[config.mk]
export PLATFORM = sky130hd
export DESIGN_NAME = vector_lane_fu
export DESIGN_NICKNAME = d
export VERILOG_FILES = /design/src/rtl/vector_lane_fu_pkg.sv /design/src/rtl/vector_lane_fu_divider.sv /design/src/rtl/vector_lane_fu.sv
export SDC_FILE = /design/constraint.sdc
export NUM_CORES = 1
export LEC_CHECK = 0
export ABC_AREA = 0
export CORE_MARGIN = 5
export CORE_UTILIZATION = 53
export CTS_BUF_LIST = sky130_fd_sc_hd__clkbuf_4 sky130_fd_sc_hd__clkbuf_8
export DETAILED_ROUTE_END_ITERATION = 7
export PLACE_DENSITY = 0.8
export SYNTH_ARGS = -nofsm -noshare
export SYNTH_HDL_FRONTEND = slang
export SYNTH_SLANG_ARGS = --single-unit
[constraint.sdc]
create_clock -name clk -period 8.1 [get_ports clk]
set_input_delay 1.62 -clock clk [delete_from_list [all_inputs] [get_ports clk]]
set_output_delay 1.62 -clock clk [all_outputs]
set_load 0.1 [all_outputs]
[src/rtl/vector_lane_fu_pkg.sv]
// Shared execution-side types: vector register geometry, opcodes and the
// register-file control request carried by every lane.
package vector_lane_fu_pkg;

  localparam int unsigned VECTOR_REG_WIDTH  = 32;
  localparam int unsigned NUM_OF_VECTOR_REG = 32;
  localparam int unsigned ADDR_FIELD_WIDTH  = 8;
  localparam int unsigned VREG_IDX_W        = $clog2(NUM_OF_VECTOR_REG);

  typedef logic [VREG_IDX_W-1:0] v_register_t;

  typedef enum logic [2:0] {
    SADD = 3'd0,
    SSUB = 3'd1,
    SMUL = 3'd2,
    SDIV = 3'd3
  } function_opcode_t;

  typedef enum logic {
    READ_REQ  = 1'b0,
    WRITE_REQ = 1'b1
  } access_type_t;

  typedef enum logic {
    NON_STRIDE = 1'b0,
    STRIDE     = 1'b1
  } stride_type_t;

  typedef struct packed {
    logic                         vld;
    access_type_t                 access_type;
    logic [ADDR_FIELD_WIDTH-1:0]  access_length;
    stride_type_t                 stride_type;
    v_register_t                  vec_reg_ptr;
    logic [ADDR_FIELD_WIDTH-1:0]  addr;
    logic [VECTOR_REG_WIDTH-1:0]  data;
  } cntrl_req_t;

  // True when a lane can execute the opcode; SDIV only with a divider present.
  function automatic logic op_supported(input function_opcode_t op, input logic div_en);
    case (op)
      SADD, SSUB, SMUL: op_supported = 1'b1;
      SDIV:             op_supported = div_en;
      default:          op_supported = 1'b0;
    endcase
  endfunction

endpackage

[src/rtl/vector_lane_fu_divider.sv]
// Iterative unsigned restoring divider, one quotient bit per cycle.
// Only instantiated when LANE_DIV_EN is defined. A zero divisor naturally
// yields an all-ones quotient because every trial subtraction succeeds.
module lane_divider #(
  parameter int unsigned WIDTH = 32
) (
  input  logic             clk,
  input  logic             rst_n,
  input  logic             start,
  input  logic [WIDTH-1:0] dividend,
  input  logic [WIDTH-1:0] divisor,
  output logic [WIDTH-1:0] quotient_c,
  output logic             done_c
);

  localparam int unsigned CNT_W = $clog2(WIDTH + 1);

  logic [WIDTH-1:0] rem;
  logic [WIDTH-1:0] quo;
  logic [WIDTH-1:0] dvs;
  logic [CNT_W-1:0] cnt;

  logic [WIDTH:0]   rem_sh;
  logic             fits;
  logic [WIDTH-1:0] rem_nxt;
  logic [WIDTH-1:0] quo_nxt;

  // One restoring step: shift in the next dividend bit and trial-subtract.
  always_comb begin
    rem_sh     = {rem, quo[WIDTH-1]};
    fits       = (rem_sh >= {1'b0, dvs});
    rem_nxt    = fits ? WIDTH'(rem_sh - {1'b0, dvs}) : rem_sh[WIDTH-1:0];
    quo_nxt    = {quo[WIDTH-2:0], fits};
    quotient_c = quo_nxt;
    done_c     = (cnt == CNT_W'(1));
  end

  // Load on start, then iterate WIDTH times.
  always_ff @(posedge clk or negedge rst_n) begin
    if (!rst_n) begin
      rem <= '0;
      quo <= '0;
      dvs <= '0;
      cnt <= '0;
    end else if (start) begin
      rem <= '0;
      quo <= dividend;
      dvs <= divisor;
      cnt <= CNT_W'(WIDTH);
    end else if (cnt != '0) begin
      rem <= rem_nxt;
      quo <= quo_nxt;
      cnt <= cnt - CNT_W'(1);
    end
  end

endmodule

[src/rtl/vector_lane_fu.sv]
// One vector functional-unit lane: accepts an element op, computes it and
// writes the result back through a register-file write request.
// Optional feature macro: LANE_DIV_EN (adds the iterative SDIV divider).
module vector_lane_fu
  import vector_lane_fu_pkg::*;
#(
  parameter int unsigned MUL_LATENCY = 3,
  parameter int unsigned DIV_WIDTH   = VECTOR_REG_WIDTH
) (
  input  logic                        clk,
  input  logic                        reset,
  input  logic                        vld,
  input  logic [VECTOR_REG_WIDTH-1:0] data0,
  input  logic [VECTOR_REG_WIDTH-1:0] data1,
  input  logic [VREG_IDX_W-1:0]       vec_reg_in,
  input  logic [ADDR_FIELD_WIDTH-1:0] vec_addr,
  input  function_opcode_t            functional_opcode,
  output logic                        busy,
  output cntrl_req_t                  wr_req,
  input  logic                        wr_req_grant,
  output logic                        illegal_op
);

  typedef enum logic [1:0] {IDLE, EXEC, WRITE} lane_state_t;

  localparam int unsigned CNT_W = (MUL_LATENCY > 1) ? $clog2(MUL_LATENCY) : 1;

  if (MUL_LATENCY < 1) begin : g_bad_mul_latency
    $error("MUL_LATENCY must be at least 1");
  end
  if (DIV_WIDTH < 2) begin : g_bad_div_width
    $error("DIV_WIDTH must be at least 2");
  end

  lane_state_t                 state;
  logic [VECTOR_REG_WIDTH-1:0] op_a;
  logic [VECTOR_REG_WIDTH-1:0] op_b;
  function_opcode_t            opcode;
  v_register_t                 dest;
  logic [ADDR_FIELD_WIDTH-1:0] addr_q;
  logic [CNT_W-1:0]            cnt;

  logic [VECTOR_REG_WIDTH-1:0] result_c;
  logic                        exec_done_c;

`ifdef LANE_DIV_EN
  localparam logic DIV_EN = 1'b1;

  logic                 div_start_c;
  logic [DIV_WIDTH-1:0] div_quotient_c;
  logic                 div_done_c;

  assign div_start_c = vld && !busy && (functional_opcode == SDIV);

  lane_divider #(.WIDTH(DIV_WIDTH)) u_div (
    .clk        (clk),
    .rst_n      (reset),
    .start      (div_start_c),
    .dividend   (DIV_WIDTH'(data0)),
    .divisor    (DIV_WIDTH'(data1)),
    .quotient_c (div_quotient_c),
    .done_c     (div_done_c)
  );
`else
  localparam logic DIV_EN = 1'b0;
`endif

  // Result select and end-of-execution detect for the latched opcode.
  always_comb begin
    result_c    = '0;
    exec_done_c = (cnt == '0);
    case (opcode)
      SADD: result_c = op_a + op_b;
      SSUB: result_c = op_a - op_b;
      SMUL: result_c = VECTOR_REG_WIDTH'(op_a * op_b);
`ifdef LANE_DIV_EN
      SDIV: begin
        result_c    = VECTOR_REG_WIDTH'(div_quotient_c);
        exec_done_c = div_done_c;
      end
`endif
      default: result_c = '0;
    endcase
  end

  // Lane FSM: capture in IDLE, compute in EXEC, hold the write request until granted.
  always_ff @(posedge clk or negedge reset) begin
    if (!reset) begin
      state      <= IDLE;
      busy       <= 1'b0;
      illegal_op <= 1'b0;
      wr_req     <= '0;
      op_a       <= '0;
      op_b       <= '0;
      opcode     <= SADD;
      dest       <= '0;
      addr_q     <= '0;
      cnt        <= '0;
    end else begin
      illegal_op <= 1'b0;
      case (state)
        IDLE: begin
          if (vld && !busy) begin
            op_a       <= data0;
            op_b       <= data1;
            opcode     <= functional_opcode;
            dest       <= v_register_t'(vec_reg_in);
            addr_q     <= vec_addr;
            cnt        <= (functional_opcode == SMUL) ? CNT_W'(MUL_LATENCY - 1) : '0;
            illegal_op <= !op_supported(functional_opcode, DIV_EN);
            busy       <= 1'b1;
            state      <= EXEC;
          end
        end
        EXEC: begin
          if (exec_done_c) begin
            wr_req.vld           <= 1'b1;
            wr_req.access_type   <= WRITE_REQ;
            wr_req.access_length <= '0;
            wr_req.stride_type   <= NON_STRIDE;
            wr_req.vec_reg_ptr   <= dest;
            wr_req.addr          <= addr_q;
            wr_req.data          <= result_c;
            state                <= WRITE;
          end else if (cnt != '0) begin
            cnt <= cnt - CNT_W'(1);
          end
        end
        WRITE: begin
          if (wr_req_grant) begin
            wr_req <= '0;
            busy   <= 1'b0;
            state  <= IDLE;
          end
        end
        default: begin
          wr_req <= '0;
          busy   <= 1'b0;
          state  <= IDLE;
        end
      endcase
    end
  end

endmodule

==> flow_summary_export.csv, run 1 <==
group,metric,value,unit
synth,synthArstFlopShare,100,%
floorplan,rows,76,
routing,remaining_drc_errors,0,
finish,synthToLayoutAreaGrowth,10.2,%
sta,fin_tns_setup,0,ns
clock_network,clock_sinks,132,
finish,design_area,0.0256,sq mm
finish,layout.nets,3336,
clock_network,path_clk_slew,0.10,ns
clock_network,postCtsSetupBuffers,0,
sta,layout_setup_ws,0.249,ns
synth,synthCells,2623,
finish,drive_gt1_share,4.37,%
grt,track_usage,30.1,%
routing,drtAntennaViolNets,0,
synth,yosys_most_used_dff,"dfrtp_1",
clock_network,ctsHoldBuffers,0,
sta,rsz0062_at_grt,"false",
place,gp_congestion,0.974,
finish,fill_cells,3754,
sta,setup_viol,0,
grt,grt_pass1_vias,20200,
clock_network,clock_path_buffers,2,
synth,syn_avg_cell_area,8.87,sq um
sta,finalCriticalPeriod,7.85,ns
grt,grt_max_degree,80,
finish,layout_common_cells,"nand2_1 (528), fa_1 (409), inv_1 (403)",
synth,synth_seq_cells,132,
routing,dr.first_iter.drc_count,1711,
run_status,status,"finished, final reports clean",
routing,vias,18800,
sta,max_freq,127,MHz
place,portBuffers,132,
worst_setup_path,cp.required,8.52,ns
worst_setup_path,start_kind,"register",
clock_network,cts_resized,0,
worst_setup_path,path_max_fanout,15,
clock_network,root_buffer,"clkbuf_8",
routing,dr.pass1.iters,6,
sta,worst_pin_slew,1.06,ns
routing,routed_via_density,5.72,
finish,num_antenna_cells,0,
floorplan,die_y,220,um
synth,ys_warn_count,0,
place,place_hpwl,56600,um
clock_network,clk_latency,0.51,ns
sta,finalCritPeriodShare,96.9,%
sta,finalHoldViolations,0,
finish,final_cells,3284,
grt,grt_pass1_wl,111000,um
clock_network,cts_tree,"built",
sta,slew_violations,0,
routing,wire_per_inst,21.4,um
grt,overflow,0,
clock_network,h-tree-depth,4,
grt,antenna_found_initial,2,
floorplan,design.core.area,0.0433,sq mm
floorplan,die-area,0.0482,sq mm
place,place_area,0.0252,sq mm
worst_setup_path,arrival,8.27,ns
min_path,hp-class,"reg -> reg",
place,dp_cells,3252,
sta,slew_headroom,29.2,%
synth,seq_area_frac_synth,14.2,%
sta,clock_skew,0.0228,ns
synth,synth_edf_count,0,
flow_run,drv_cap,0,
floorplan,io-pin-count,142,
worst_setup_path,end_kind,"register",
clock_network,cts_buffers,17,
finish,final_common_cell,"nand2_1",
synth,syn_area,0.0233,sq mm
worst_setup_path,critical_path_class,"reg -> reg",
synth,synthDistinctLibCells,72,
place,dp_slack,0.395,ns
routing,wirelength,70400,um
floorplan,fp.dieW,220,um
floorplan,initial_utilization,53.8,%
[synthesized netlist by cell type, drive strengths merged, types with 47 or more instances]
| cell | instances | area, sq um |
|---|---|---|
| nand2 | 528 | 1980 |
| fa | 409 | 8190 |
| inv | 403 | 1510 |
| and2 | 286 | 1790 |
| ha | 157 | 1960 |
| clkbuf | 143 | 537 |
| dfrtp | 132 | 3300 |
| xnor2 | 85 | 744 |
| o21ai | 54 | 270 |
| a21oi | 51 | 255 |
| nor2 | 50 | 190 |
| xor2 | 47 | 412 |
[cell families after synthesis]
family | synth area share [%]
XOR/XNOR | 4.97
AO/OA/AOI/OAI | 7.66
buffers and inverters | 9.31
other | 0.0161
AND/OR/NAND/NOR | 19.9
flip-flops | 14.2
multiplexers | 0.344
adder cells (fa/ha/maj) | 43.6
[cell type report]
type                    count  area [sq um]  area share [%]
flip-flops and latches    132          3310            12.9
clock inverters            15           199           0.776
repair buffers            195          1800            7.00
clock buffers              17           234           0.913
multi-input cells        1937         17900            69.7
inverters                 403          1510            5.90
well taps                 585           732            2.86
[worst max-delay path, stage by stage, from the launching register on]
cell	delay (ns)
dfrtp_1	0.82
buf_4	0.33
and2_1	0.18
fa_1	0.42
inv_1	0.08
fa_1	0.43
fa_1	0.48
fa_1	0.55
inv_1	0.05
fa_1	0.46
ha_1	0.30
fa_1	0.52
fa_1	0.44
ha_1	0.42
and3_1	0.24
a221oi_1	0.33
a21oi_1	0.13
nor3_1	0.52
o21ai_1	0.24
o31ai_1	0.38
mux2i_1	0.23
a21oi_1	0.06
o211ai_1	0.16
[worst paths after layout]
| path | from | end | slack, ns | depth (start not counted) |
|---|---|---|---|---|
| setup / recovery | op_a[13] | wr_req[30] | 0.25 | 22 |
| hold / removal | addr_q[2] | addr_q[2] | 0.49 | 2 |
| setup reg to reg | op_a[13] | wr_req[30] | 0.25 | 22 |
| hold reg to reg | addr_q[2] | addr_q[2] | 0.49 | 2 |
| max in group asynchronous | reset | op_a[17] | 5.47 | 2 |
| min in group asynchronous | reset | wr_req[35] | 1.06 | 1 |
[flip-flops by register name (all words and copies together), names as in the netlist]
register,count
addr_q,8
op_a,32
state,2
cnt,2
opcode,3
wr_req,46
dest,5
op_b,32
illegal_op,1
busy,1
[stage by stage]
step | util, % | hold WS [ns]
global placement | 58.2 | 0.458
finish | 59.2 | 0.487
floorplan | - | 0.446
CTS | 59.2 | 0.489
detailed placement | 58.2 | 0.464
global route | 59.2 | 0.516
[layer usage]
layer / GRT usage [%] / vias to the layer above / part of all wire [%]
met4: 12.7 / 2 / 5.1
met1: 39.6 / 9459 / 38
li1: - / 8157 / -
met5: 0 / - / 0.018
met3: 6.51 / 211 / 9.5
met2: 48.7 / 958 / 47
Power of run 1 is not shown: default switching activity piles up to over one toggle a cycle in this logic, so the estimate is an artifact.
==> inputs of run 2 (changes only) <==
Settings changed: SKIP_CTS_REPAIR_TIMING from default to 1.
==> results of run 2 <==
No change in the layout: final DEF, timing and power equal those of run 1.
Power of run 2 is left out for the same reason.
==> inputs of run 3 (changes only) <==
Settings changed: CTS_BUF_LIST sky130_fd_sc_hd__clkbuf_4 sky130_fd_sc_hd__clkbuf_8 to default.
==> run 3 against run 2 <==
  * Global-route usage up 0.060 points
  * Highest routed layer unchanged
  * Critical path type unchanged
  * Hold slack worse by 0.0060 ns
  * First-iteration DRC count down 3.4%
  * Clock skew down 0.0040 ns
  * Register-to-register slack worse by 0.04 ns
  * Sequential share of layout area down 0.098 points
==> flow_summary_export.csv, run 3 (synthesis gave the netlist of run 1 again) <==
group,metric,value,unit
run_status,status,"finished, final reports clean",
finish,drive_gt1_share,4.37,%
clock_network,clock_sinks,132,
clock_network,root_buffer,"clkbuf_16",
finish,layout_common_cells,"nand2_1 (528), fa_1 (409), inv_1 (403)",
worst_setup_path,arrival,8.24,ns
routing,routed_via_density,5.71,
sta,finalCritPeriodShare,97.5,%
routing,vias,18800,
sta,max_freq,127,MHz
worst_setup_path,start_kind,"register",
place,dp_cells,3252,
floorplan,io-pin-count,142,
clock_network,clock_path_buffers,2,
place,gp_congestion,0.974,
grt,antenna_found_initial,2,
grt,track_usage,30.2,%
worst_setup_path,cp.required,8.45,ns
finish,largest_register_ffs,46,
place,place_hpwl,56600,um
finish,synthToLayoutAreaGrowth,11.0,%
sta,finalHoldViolations,0,
finish,layout.nets,3336,
place,portBuffers,132,
worst_setup_path,end_kind,"register",
min_path,hp-class,"reg -> reg",
sta,slew_headroom,29.0,%
finish,ff_latch_area,0.00331,sq mm
routing,remaining_drc_errors,0,
routing,wirelength,70400,um
routing,wire_per_inst,21.4,um
flow_run,drv_cap,0,
sta,rsz0062_at_grt,"false",
finish,final_cells,3286,
routing,dr.pass1.iters,6,
grt,grt_pass1_vias,20300,
finish,largest-register,"wr_req",
finish,fill_cells,3725,
floorplan,initial_utilization,53.8,%
finish,top_regs,"wr_req x46, op_a x32, op_b x32",
floorplan,rows,76,
clock_network,cts_buffers,17,
sta,fin_tns_setup,0,ns
sta,setup_viol,0,
sta,worst_pin_slew,1.06,ns
floorplan,die_y,220,um
finish,final_common_cell,"nand2_1",
finish,multi_input_area,0.0179,sq mm
routing,drtAntennaViolNets,0,
clock_network,clk_latency,0.46,ns
grt,grt_max_degree,80,
sta,slew_violations,0,
grt,overflow,0,
sta,clock_skew,0.0188,ns
clock_network,cts_tree,"built",
grt,grt_pass1_wl,112000,um
worst_setup_path,critical_path_class,"reg -> reg",
floorplan,design.core.area,0.0433,sq mm
clock_network,h-tree-depth,4,
clock_network,path_clk_slew,0.08,ns
routing,dr.first_iter.drc_count,1653,
floorplan,fp.dieW,220,um
floorplan,die-area,0.0482,sq mm
sta,finalCriticalPeriod,7.90,ns
worst_setup_path,path_max_fanout,15,
==> run 3: critical path, cell delays in order, from the launching register on <==
cell and delay [ns]:
dfrtp_1 0.79, buf_4 0.33, and2_1 0.18, fa_1 0.42, inv_1 0.08, fa_1 0.43, fa_1 0.48, fa_1 0.55
inv_1 0.05, fa_1 0.46, ha_1 0.30, fa_1 0.52, fa_1 0.44, ha_1 0.42, and3_1 0.24, a221oi_1 0.33
a21oi_1 0.12, nor3_1 0.55, o21ai_1 0.26, o31ai_1 0.40, a21bo_1 0.27, o221ai_1 0.16
==> run 3: metrics by stage <==
| stage | hold WS [ns] | worst slack, ns | cell area, sq um | util, % |
|---|---|---|---|---|
| after floorplan | 0.446 | 1.01 | 23300 | - |
| after global placement | 0.458 | 0.533 | 25200 | 58.2 |
| after detailed placement | 0.464 | 0.395 | 25200 | 58.2 |
| after CTS | 0.483 | 0.350 | 25800 | 59.7 |
| after global routing | 0.507 | 0.00997 | 25800 | 59.7 |
| final | 0.481 | 0.205 | 25800 | 59.7 |
==> run 3: final timing paths <==
path	from	to	slack, ns	cells after the start
worst max-delay path	op_a[13]	wr_req[28]	0.20	21
worst min-delay path	dest[1]	dest[1]	0.48	2
worst max register to register	op_a[13]	wr_req[28]	0.20	21
worst min register to register	dest[1]	dest[1]	0.48	2
max in group asynchronous	reset	op_a[17]	5.42	2
min in group asynchronous	reset	wr_req[35]	1.12	1
==> run 3: metal layers <==
metal | share of wire [%] | up-vias | global-route usage (%)
met2 | 47 | 939 | 48.8
met4 | 4.9 | 4 | 13.0
met5 | 0.050 | - | 0
li1 | - | 8150 | -
met3 | 9.0 | 186 | 5.87
met1 | 39 | 9481 | 40.0
==> run 3: cell type report <==
cell class	instances	share of cell area, %
Timing Repair Buffer	195	6.95
Multi-Input combinational cell	1937	69.1
Antenna cell	2	0.0194
Clock buffer	17	1.65
Sequential cell	132	12.8
Clock inverter	15	0.770
Tap cell	585	2.83
Inverter	403	5.86
Power of run 3 is left out for the same reason.
